### src/rtl/led_data_sel_if.sv
// CPU-to-display bundle for led_data_sel: syscall value, run-time counters in,
// selected display word and current source out.
interface led_data_sel_if;
  logic        syscall_valid;
  logic [31:0] syscall_data;
  logic [31:0] count_all;
  logic [31:0] count_branch;
  logic [31:0] count_jmp;
  logic [31:0] leddata;
  logic [1:0]  mode;

  modport master (
    output syscall_valid, syscall_data, count_all, count_branch, count_jmp,
    input  leddata, mode
  );

  modport slave (
    input  syscall_valid, syscall_data, count_all, count_branch, count_jmp,
    output leddata, mode
  );
endinterface

### src/rtl/led_data_sel.sv
// Display-source selector: debounced button cycles SYS/ALL/BR/JMP into a registered leddata word.
// Optional build macro LEDSEL_SNAPSHOT_EN freezes counter sources at each mode step.
module led_data_sel #(
  parameter int DEBOUNCE_CYCLES = 1000000
) (
  input  logic           clk,
  input  logic           clr,
  input  logic           btn_mode,
  led_data_sel_if.slave  bus
);
  localparam int CW = $clog2(DEBOUNCE_CYCLES + 1);
  localparam logic [CW-1:0] CNT_MAX = CW'(DEBOUNCE_CYCLES);
  localparam logic [31:0] LAMP_PATTERN = 32'h87654321;

  typedef enum logic [1:0] {
    SYS = 2'd0,
    ALL = 2'd1,
    BR  = 2'd2,
    JMP = 2'd3
  } mode_e;

  logic          sync1_q, btn_s_q;
  logic          btn_d_q, btn_d_d;
  logic          btn_d_prev_q;
  logic [CW-1:0] cnt_q, cnt_d;
  mode_e         mode_q, mode_d;
  logic [31:0]   sys_reg_q, sys_reg_d;
  logic          lamp_q, lamp_d;
  logic [31:0]   leddata_q, leddata_d;
  logic          step;
`ifdef LEDSEL_SNAPSHOT_EN
  logic [31:0]   snap_q, snap_d;
  logic [31:0]   snap_src;
`endif

  // Counter runs only while the synchronized level disagrees with the accepted one.
  always_comb begin
    cnt_d   = cnt_q;
    btn_d_d = btn_d_q;
    if (btn_s_q == btn_d_q) begin
      cnt_d = '0;
    end else if (cnt_q == CNT_MAX) begin
      btn_d_d = btn_s_q;
      cnt_d   = '0;
    end else begin
      cnt_d = cnt_q + CW'(1);
    end
  end

  assign step = btn_d_q & ~btn_d_prev_q;

  always_comb begin
    mode_d = mode_q;
    if (step) begin
      case (mode_q)
        SYS:     mode_d = ALL;
        ALL:     mode_d = BR;
        BR:      mode_d = JMP;
        default: mode_d = SYS;
      endcase
    end
  end

  always_comb begin
    sys_reg_d = bus.syscall_valid ? bus.syscall_data : sys_reg_q;
    lamp_d    = lamp_q & ~(step | bus.syscall_valid);
  end

`ifdef LEDSEL_SNAPSHOT_EN
  // Snapshot follows the mode being entered, so it lands in the same edge as mode_q.
  always_comb begin
    snap_src = '0;
    case (mode_d)
      ALL:     snap_src = bus.count_all;
      BR:      snap_src = bus.count_branch;
      JMP:     snap_src = bus.count_jmp;
      default: snap_src = sys_reg_q;
    endcase
    snap_d = step ? snap_src : snap_q;
  end
`endif

  always_comb begin
    leddata_d = LAMP_PATTERN;
    if (!lamp_q) begin
      case (mode_q)
        SYS:     leddata_d = sys_reg_q;
`ifdef LEDSEL_SNAPSHOT_EN
        default: leddata_d = snap_q;
`else
        ALL:     leddata_d = bus.count_all;
        BR:      leddata_d = bus.count_branch;
        default: leddata_d = bus.count_jmp;
`endif
      endcase
    end
  end

  always_ff @(posedge clk or negedge clr) begin
    if (!clr) begin
      sync1_q      <= 1'b0;
      btn_s_q      <= 1'b0;
      btn_d_q      <= 1'b0;
      btn_d_prev_q <= 1'b0;
      cnt_q        <= '0;
      mode_q       <= SYS;
      sys_reg_q    <= '0;
      lamp_q       <= 1'b1;
      leddata_q    <= LAMP_PATTERN;
`ifdef LEDSEL_SNAPSHOT_EN
      snap_q       <= '0;
`endif
    end else begin
      sync1_q      <= btn_mode;
      btn_s_q      <= sync1_q;
      btn_d_q      <= btn_d_d;
      btn_d_prev_q <= btn_d_q;
      cnt_q        <= cnt_d;
      mode_q       <= mode_d;
      sys_reg_q    <= sys_reg_d;
      lamp_q       <= lamp_d;
      leddata_q    <= leddata_d;
`ifdef LEDSEL_SNAPSHOT_EN
      snap_q       <= snap_d;
`endif
    end
  end

  assign bus.leddata = leddata_q;
  assign bus.mode    = mode_q;
endmodule

### src/flat_wrapper.sv
// flat-port wrapper written by rule: the top's interface ports become plain ports
module led_data_sel_flat 
#(
  parameter int DEBOUNCE_CYCLES = 1000000
)
  (clk, clr, btn_mode, bus_syscall_valid, bus_syscall_data, bus_count_all, bus_count_branch, bus_count_jmp, bus_leddata, bus_mode);
  led_data_sel_if bus_i ();
  input  logic clk;
  input  logic clr;
  input  logic btn_mode;
  input wire logic [$bits(bus_i.syscall_valid)-1:0] bus_syscall_valid;
  input wire logic [$bits(bus_i.syscall_data)-1:0] bus_syscall_data;
  input wire logic [$bits(bus_i.count_all)-1:0] bus_count_all;
  input wire logic [$bits(bus_i.count_branch)-1:0] bus_count_branch;
  input wire logic [$bits(bus_i.count_jmp)-1:0] bus_count_jmp;
  output wire logic [$bits(bus_i.leddata)-1:0] bus_leddata;
  output wire logic [$bits(bus_i.mode)-1:0] bus_mode;
  assign bus_i.syscall_valid = bus_syscall_valid;
  assign bus_i.syscall_data = bus_syscall_data;
  assign bus_i.count_all = bus_count_all;
  assign bus_i.count_branch = bus_count_branch;
  assign bus_i.count_jmp = bus_count_jmp;
  assign bus_leddata = bus_i.leddata;
  assign bus_mode = bus_i.mode;
  led_data_sel #(.DEBOUNCE_CYCLES(DEBOUNCE_CYCLES)) u_core (.clk(clk), .clr(clr), .btn_mode(btn_mode), .bus(bus_i));
endmodule
### config.mk
export PLATFORM = sky130hd
export DESIGN_NAME = led_data_sel_flat
export DESIGN_NICKNAME = d
export VERILOG_FILES = /design/src/rtl/led_data_sel_if.sv /design/src/rtl/led_data_sel.sv /design/src/flat_wrapper.sv
export SDC_FILE = /design/constraint.sdc
export NUM_CORES = 1
export LEC_CHECK = 0
export ABC_AREA = 1
export CORE_MARGIN = 4
export CORE_UTILIZATION = 48
export CTS_CLUSTER_SIZE = 8
export DETAILED_ROUTE_END_ITERATION = 16
export PLACE_DENSITY = 0.84
export SLEW_MARGIN = 25
export SYNTH_ARGS = -nofsm -noshare
export SYNTH_HDL_FRONTEND = slang
export SYNTH_SLANG_ARGS = --single-unit
export TNS_END_PERCENT = 1
### constraint.sdc
create_clock -name clk -period 3.09 [get_ports clk]
set_input_delay 0.4635 -clock clk [delete_from_list [all_inputs] [get_ports clk]]
set_output_delay 0.4635 -clock clk [all_outputs]
set_load 0.005 [all_outputs]
==> results.cfg, run 1 <==
[timing]
rsz0062_at_grt = false
hold_violations = 0
worstMarginPinSlew_ns = 1.01
fin_setup_tns_ns = 0
min_period_over_period_pct = 63.9
max_freq_mhz = 506
slew_viol_final = 0
setup_ws_ns = 1.12
relSlewSlack_pct = 32.7
setup-violations-final = 0
fin_crit_ns = 1.97
fin_skew_ns = 0.0127

[clocking]
clk_path_buf_depth = 2
cts_resized = 0
cts_buffers = 9
htree_levels = 3
tritoncts = built
cts_setup_buffers = 0
clk_pin_slew_ns = 0.10
cts_root_buf = clkbuf_8
cts.sinks = 91
hold_buffers = 0
clkLatencyLatePin_ns = 0.36

[placed_design]
place_worst_setup_slack_ns = 1.13
placed_cell_area_sq_um = 6080
place_inst = 744
gp_congestion = 0.969
dp_hpwl_microns = 9710
io_buffers = 165

[finish]
final-seq-area_sq_um = 2290
diodes = 0
multi_input_area_sq_um = 1870
syn2layout_area_growth_pct = 44.1
fin_nets = 785
instances_no_fill = 760
fin_area_sq_um = 6250
final_layout_size_suffix_gt1_share_pct = 11.7
fill_cells = 665

[pwr]
power_leakage_nw = 2.64
pwr-share-clk_pct = 29.5
p_switching_w = 0.000612
switching_share_pct = 24.6
p_int_w = 0.00188
pwr-share-seq_pct = 53.5
vdd_drop_max_mv = 0.221
p_per_area_nw_per_um2 = 399
power_frac_comb_pct = 17.0

[logic_synthesis]
async_flop_share_pct = 100
synth_xor_area_share_pct = 2.02
syn_inst = 489
synth_edf_count = 0
ys_seq_area_share_pct = 52.9
syn_nets = 627
ys_types = 24
syn-cell-area_sq_um = 4340
synth_compound_area_share_pct = 9.88
ys_warn_count = 0
synth_mux_area_share_pct = 8.30
synth_top_family_by_area = simple AND/OR/NAND/NOR gates
synth_seq_cells = 91
synthSimpleGateAreaFrac_pct = 21.0
synthAdderAreaFrac_pct = 1.73
synth_ff_type = dfrtp_1
avgSynthCellArea_sq_um = 8.88

[route]
drt_iter0_drc = 175
via_count = 4080
drc_errors = 0
firstDrtPassIters = 5
ant_nets = 0
wl_per_cell_microns = 17.1
routed_via_density = 5.37
routed_wl_microns = 13000

[critical_path]
critPathLaunchType = flop
crit_path_max_fanout = 24
r2r-end = u_core.bus.leddata[17]
ff2ff_setup_slack_ns = 1.12
cp_slowest_cell = ha_1
rr_worst_depth = 5
cp.required_ns = 3.37
crit_path_cell_trace = inv_1 > ha_1 > buf_4 > nand2_1 > a31oi_1
path_delay_family = adder cells
critPathArrivalTime_ns = 2.25
criticalPathCategory = flop to flop
worstSetupEndpointType = flop
worstReg2RegStart = u_core.bus.mode[0]
cpPeakStageDelay_ns = 0.81
path_buf_inv = 2

[floorplanning]
initial_core_util_pct = 49.5
rows = 34
pin_count = 166
dieArea_sq_um = 10600
fp.dieH_microns = 103
dieWidth_microns = 103
core-area_sq_um = 8760

[global_routing]
grt_pass1_wl_microns = 20600
grt_max_degree = 61
grt_pass1_vias = 4232
grt-ovfl-total = 0
grtUsageTotal_pct = 25.2
antenna_found_initial = 0

[min_path]
hold_path.class = input pin to async pin

[job]
max_cap_viol_count = 0

[outcome]
run_status = complete, no violations
power by group through the flow:
stage	clock [W]	combinational (W)	sequential, W
after floorplan	0	0.000114	0.00135
after global placement	0	0.000422	0.00135
after detailed placement	0	0.000427	0.00135
after CTS	0.000752	0.000430	0.00133
after global routing	0.000804	0.000459	0.00134
final	0.000735	0.000425	0.00133
metal layers:
metal / track usage (%) / share of wire [%] / vias to the layer above
li1: - / - / 1924
met1: 31.6 / 39 / 1943
met2: 42.1 / 51 / 197
met3: 6.50 / 8.6 / 16
met4: 8.96 / 2.0 / 0
met5: 0 / 0 / -
metrics by stage:
step	hold slack, ns	utilization (%)	power (W)
global placement	0.338	69.4	0.00177
finish	0.166	71.4	0.00249
detailed placement	0.350	69.4	0.00178
global route	0.216	71.4	0.00261
floorplan	0.168	-	0.00146
CTS	0.182	71.4	0.00251
synthesized netlist by cell type (4+ instances only):
library cell / number / area (sq um)
nand2_1: 141 / 529
dfrtp_1: 77 / 1930
nor2_1: 40 / 150
a21oi_1: 34 / 170
mux2_2: 32 / 360
nand3_1: 27 / 135
o21ai_0: 25 / 125
inv_1: 21 / 78.8
clkbuf_1: 20 / 75.1
a31oi_1: 19 / 119
dfstp_2: 14 / 368
xor2_1: 7 / 61.3
ha_1: 6 / 75.1
nor3_1: 5 / 25.0
buf_2: 4 / 20.0
flip-flops by register name (all words and copies together), names as in the netlist:
register / count
u_core.bus.leddata: 32
u_core.cnt_q: 20
u_core.btn_d_prev_q: 1
u_core.sync1_q: 1
u_core.lamp_q: 1
u_core.sys_reg_q: 32
u_core.btn_s_q: 1
u_core.btn_d_q: 1
u_core.bus.mode: 2
how the worst max path moves through the flow:
stage	depth (start not counted)	startpoint	slack, ns	to
2_1_floorplan	6	u_core.bus.mode[0]	1.71	u_core.bus.leddata[13]
6_report	5	u_core.bus.mode[0]	1.12	u_core.bus.leddata[17]
4_1_cts	5	u_core.bus.mode[0]	1.10	u_core.bus.leddata[17]
5_1_grt	5	u_core.bus.mode[0]	0.93	u_core.bus.leddata[17]
3_5_place_dp	5	u_core.bus.mode[1]	1.13	u_core.bus.leddata[27]
3_3_place_gp	5	u_core.bus.mode[0]	1.23	u_core.bus.leddata[15]
cells by family after synthesis:
kind of cell,Yosys count
adder cells (fa/ha/maj),6
multiplexers,32
buffers and inverters,47
flip-flops,91
XOR/XNOR,10
AO/OA/AOI/OAI,80
AND/OR/NAND/NOR,223
worst register-to-register path, cell delays in order, from the launching register on:
cell and delay, ns:
dfrtp_1 0.43, inv_1 0.11, ha_1 0.81, buf_4 0.32, nand2_1 0.07, a31oi_1 0.16
cell usage in the layout, fill, tap and decap left out:
cell             instances
o21bai_1                 2
a31oi_1                 19
clkdlybuf4s50_1        164
nor3_1                   5
clkinv_4                 2
xnor2_1                  3
dfrtp_1                 77
buf_4                    8
nor2_1                  40
clkinv_1                 1
clkbuf_1                 1
o21ai_0                 25
nand2_1                141
inv_2                    1
inv_1                   21
nand4_1                  2
nor2_2                   3
nand2_2                  2
nor2_4                   2
inv_6                    3
a21oi_1                 34
xor2_1                   7
nor3b_1                  1
clkbuf_8                 9
nand3_1                 27
ha_1                     6
dfstp_2                 14
mux2_2                  32
cell type report:
type | count | area share (%)
sequential | 91 | 36.7
multi-input combinational | 351 | 29.8
timing repair buffer | 172 | 27.2
tap | 108 | 2.16
clock buffer | 10 | 2.04
inverter | 22 | 1.32
clock inverter | 6 | 0.760
Note: power is estimated with default switching activity, not from simulation.
==> run 2: changes to the inputs <==
--- a/config.mk
+++ b/config.mk
@@ -7,10 +7,10 @@
 export LEC_CHECK = 0
 export ABC_AREA = 1
 export CORE_MARGIN = 4
-export CORE_UTILIZATION = 48
+export CORE_UTILIZATION = 44
 export CTS_CLUSTER_SIZE = 8
 export DETAILED_ROUTE_END_ITERATION = 16
-export PLACE_DENSITY = 0.84
+export PLACE_DENSITY = 0.78
 export SLEW_MARGIN = 25
 export SYNTH_ARGS = -nofsm -noshare
 export SYNTH_HDL_FRONTEND = slang
==> constraint.sdc (replaced) <==
create_clock -name clk -period 1.9 [get_ports clk]
set_input_delay 0.285 -clock clk [delete_from_list [all_inputs] [get_ports clk]]
set_output_delay 0.285 -clock clk [all_outputs]
set_load 0.005 [all_outputs]
==> run 2 against run 1 <==
Count of clock-buffer cells in the layout rose by 1. Utilization decreased by 3.3 points. Cell count is 3.6% higher. Non-clock buffer count grew 6. Sequential share of layout area shrank 0.87 points. Critical path type is now flop to output pin. Largest power group unchanged. Register-to-register slack worse by 0.71 ns. Highest routed layer unchanged.
==> results.cfg, run 2 (synthesis gave the netlist of run 1 again) <==
[global_routing]
grt_pass1_vias = 4097
antenna_found_initial = 0
grt_pass1_wl_microns = 20000
grt_max_degree = 40
grt-ovfl-total = 0
grtUsageTotal_pct = 22.3

[critical_path]
criticalPathCategory = flop to output pin
path_buf_inv = 1
ff2ff_setup_slack_ns = 0.41
crit_path_max_fanout = 1
critPathLaunchType = flop
cp.required_ns = 1.62
crit_path_cell_trace = clkdlybuf4s50_1
critPathArrivalTime_ns = 1.39
r2r-end = u_core.cnt_q[18]
worstSetupEndpointType = output pin
cp_slowest_cell = dfstp_2
worstReg2RegStart = u_core.cnt_q[1]
cpPeakStageDelay_ns = 0.53
path_delay_family = flip-flops
rr_worst_depth = 8

[timing]
slew_viol_final = 0
fin_skew_ns = 0.0140
worstMarginPinSlew_ns = 0.622
fin_setup_tns_ns = 0
setup_ws_ns = 0.220
hold_violations = 0
rsz0062_at_grt = false
max_freq_mhz = 595
setup-violations-final = 0
min_period_over_period_pct = 88.4
fin_crit_ns = 1.68
relSlewSlack_pct = 58.5

[clocking]
clk_path_buf_depth = 2
cts.sinks = 91
cts_root_buf = clkbuf_8
clk_pin_slew_ns = 0.10
hold_buffers = 1
cts_setup_buffers = 0
tritoncts = built
cts_resized = 0
htree_levels = 3
clkLatencyLatePin_ns = 0.36
cts_buffers = 9

[outcome]
run_status = complete, no violations

[min_path]
hp-start = u_core.sync1_q
hold_path.class = flop to flop
whs_endpoint = u_core.btn_s_q
hold_depth = 0

[floorplanning]
initial_core_util_pct = 46.1
dieWidth_microns = 107
dieArea_sq_um = 11500
core-area_sq_um = 9420
rows = 35
fp.dieH_microns = 107
pin_count = 166

[route]
routed_via_density = 5.12
firstDrtPassIters = 4
drc_errors = 0
drt_iter0_drc = 166
via_count = 4027
ant_nets = 0
routed_wl_microns = 12800
wl_per_cell_microns = 16.2

[placed_design]
place_worst_setup_slack_ns = 0.378
io_buffers = 165
gp_congestion = 0.932
dp_hpwl_microns = 9620

[pwr]
p_per_area_nw_per_um2 = 660
vdd_drop_max_mv = 0.424
power_leakage_nw = 2.69

[finish]
diodes = 0
final-seq-area_sq_um = 2290
final_layout_size_suffix_gt1_share_pct = 12.5
syn2layout_area_growth_pct = 47.6
final_cell_mix = clkdlybuf4s50_1, nand2_1, dfrtp_1, nor2_1, a21oi_1
fin_nets = 791
mostFrequentLayoutCell = clkdlybuf4s50_1
fill_cells = 773
multi_input_area_sq_um = 1870

[job]
max_cap_viol_count = 0
-- run 2: cell count changes in the layout (fill, tap and decap cells not counted) --
cell           delta
buf_12            +4
buf_4             +1
bufinv_16         +1
clkbuf_8          +1
clkinv_1          -1
clkinv_4          -2
clkinvlp_4        +3
dlygate4sd3_1     +1
inv_6             -2
-- run 2: cell type report --
cell class | instances | share of cell area [%]
flip-flops and latches | 91 | 35.8
repair buffers | 178 | 28.1
inverters | 22 | 1.29
clock buffers | 11 | 2.21
well taps | 129 | 2.52
multi-input cells | 351 | 29.1
clock inverters | 5 | 0.957
-- run 2: how the worst max path moves through the flow --
| stage | depth (start not counted) | slack (ns) | from | endpoint |
|---|---|---|---|---|
| final | 1 | 0.22 | u_core.bus.leddata[16] | bus_leddata[16] |
| after global routing | 1 | 0.18 | u_core.bus.leddata[18] | bus_leddata[18] |
| after CTS | 1 | 0.20 | u_core.bus.leddata[0] | bus_leddata[0] |
| after detailed placement | 3 | 0.38 | bus_syscall_valid | u_core.sys_reg_q[7] |
| after global placement | 3 | 0.41 | bus_syscall_valid | u_core.sys_reg_q[17] |
| after floorplan | 6 | 0.52 | u_core.bus.mode[0] | u_core.bus.leddata[13] |
-- run 2: power by group --
part           internal [W]  switching, W
logic              0.000476      0.000223
clock network      0.000650      0.000715
registers           0.00210     0.0000640
total               0.00323       0.00100
-- run 2: routing by layer --
metal	global-route usage, %	routed length [microns]	vias up
li1	-	-	1934
met1	27.4	5060	1917
met3	5.10	1010	19
met2	38.6	6450	157
met5	0	0	-
met4	7.94	241	0
-- run 2: per-stage QoR --
stage               cell area (sq um)  hold slack, ns  util, %  cells  power [W]
global placement                 6190           0.261     65.8    770    0.00288
detailed placement               6190           0.262     65.8    770    0.00290
finish                           6410           0.365     68.0    787    0.00423
global route                     6410           0.376     68.0    787    0.00441
floorplan                        4340         -0.0106        -    489    0.00238
CTS                              6410           0.366     68.0    787    0.00427
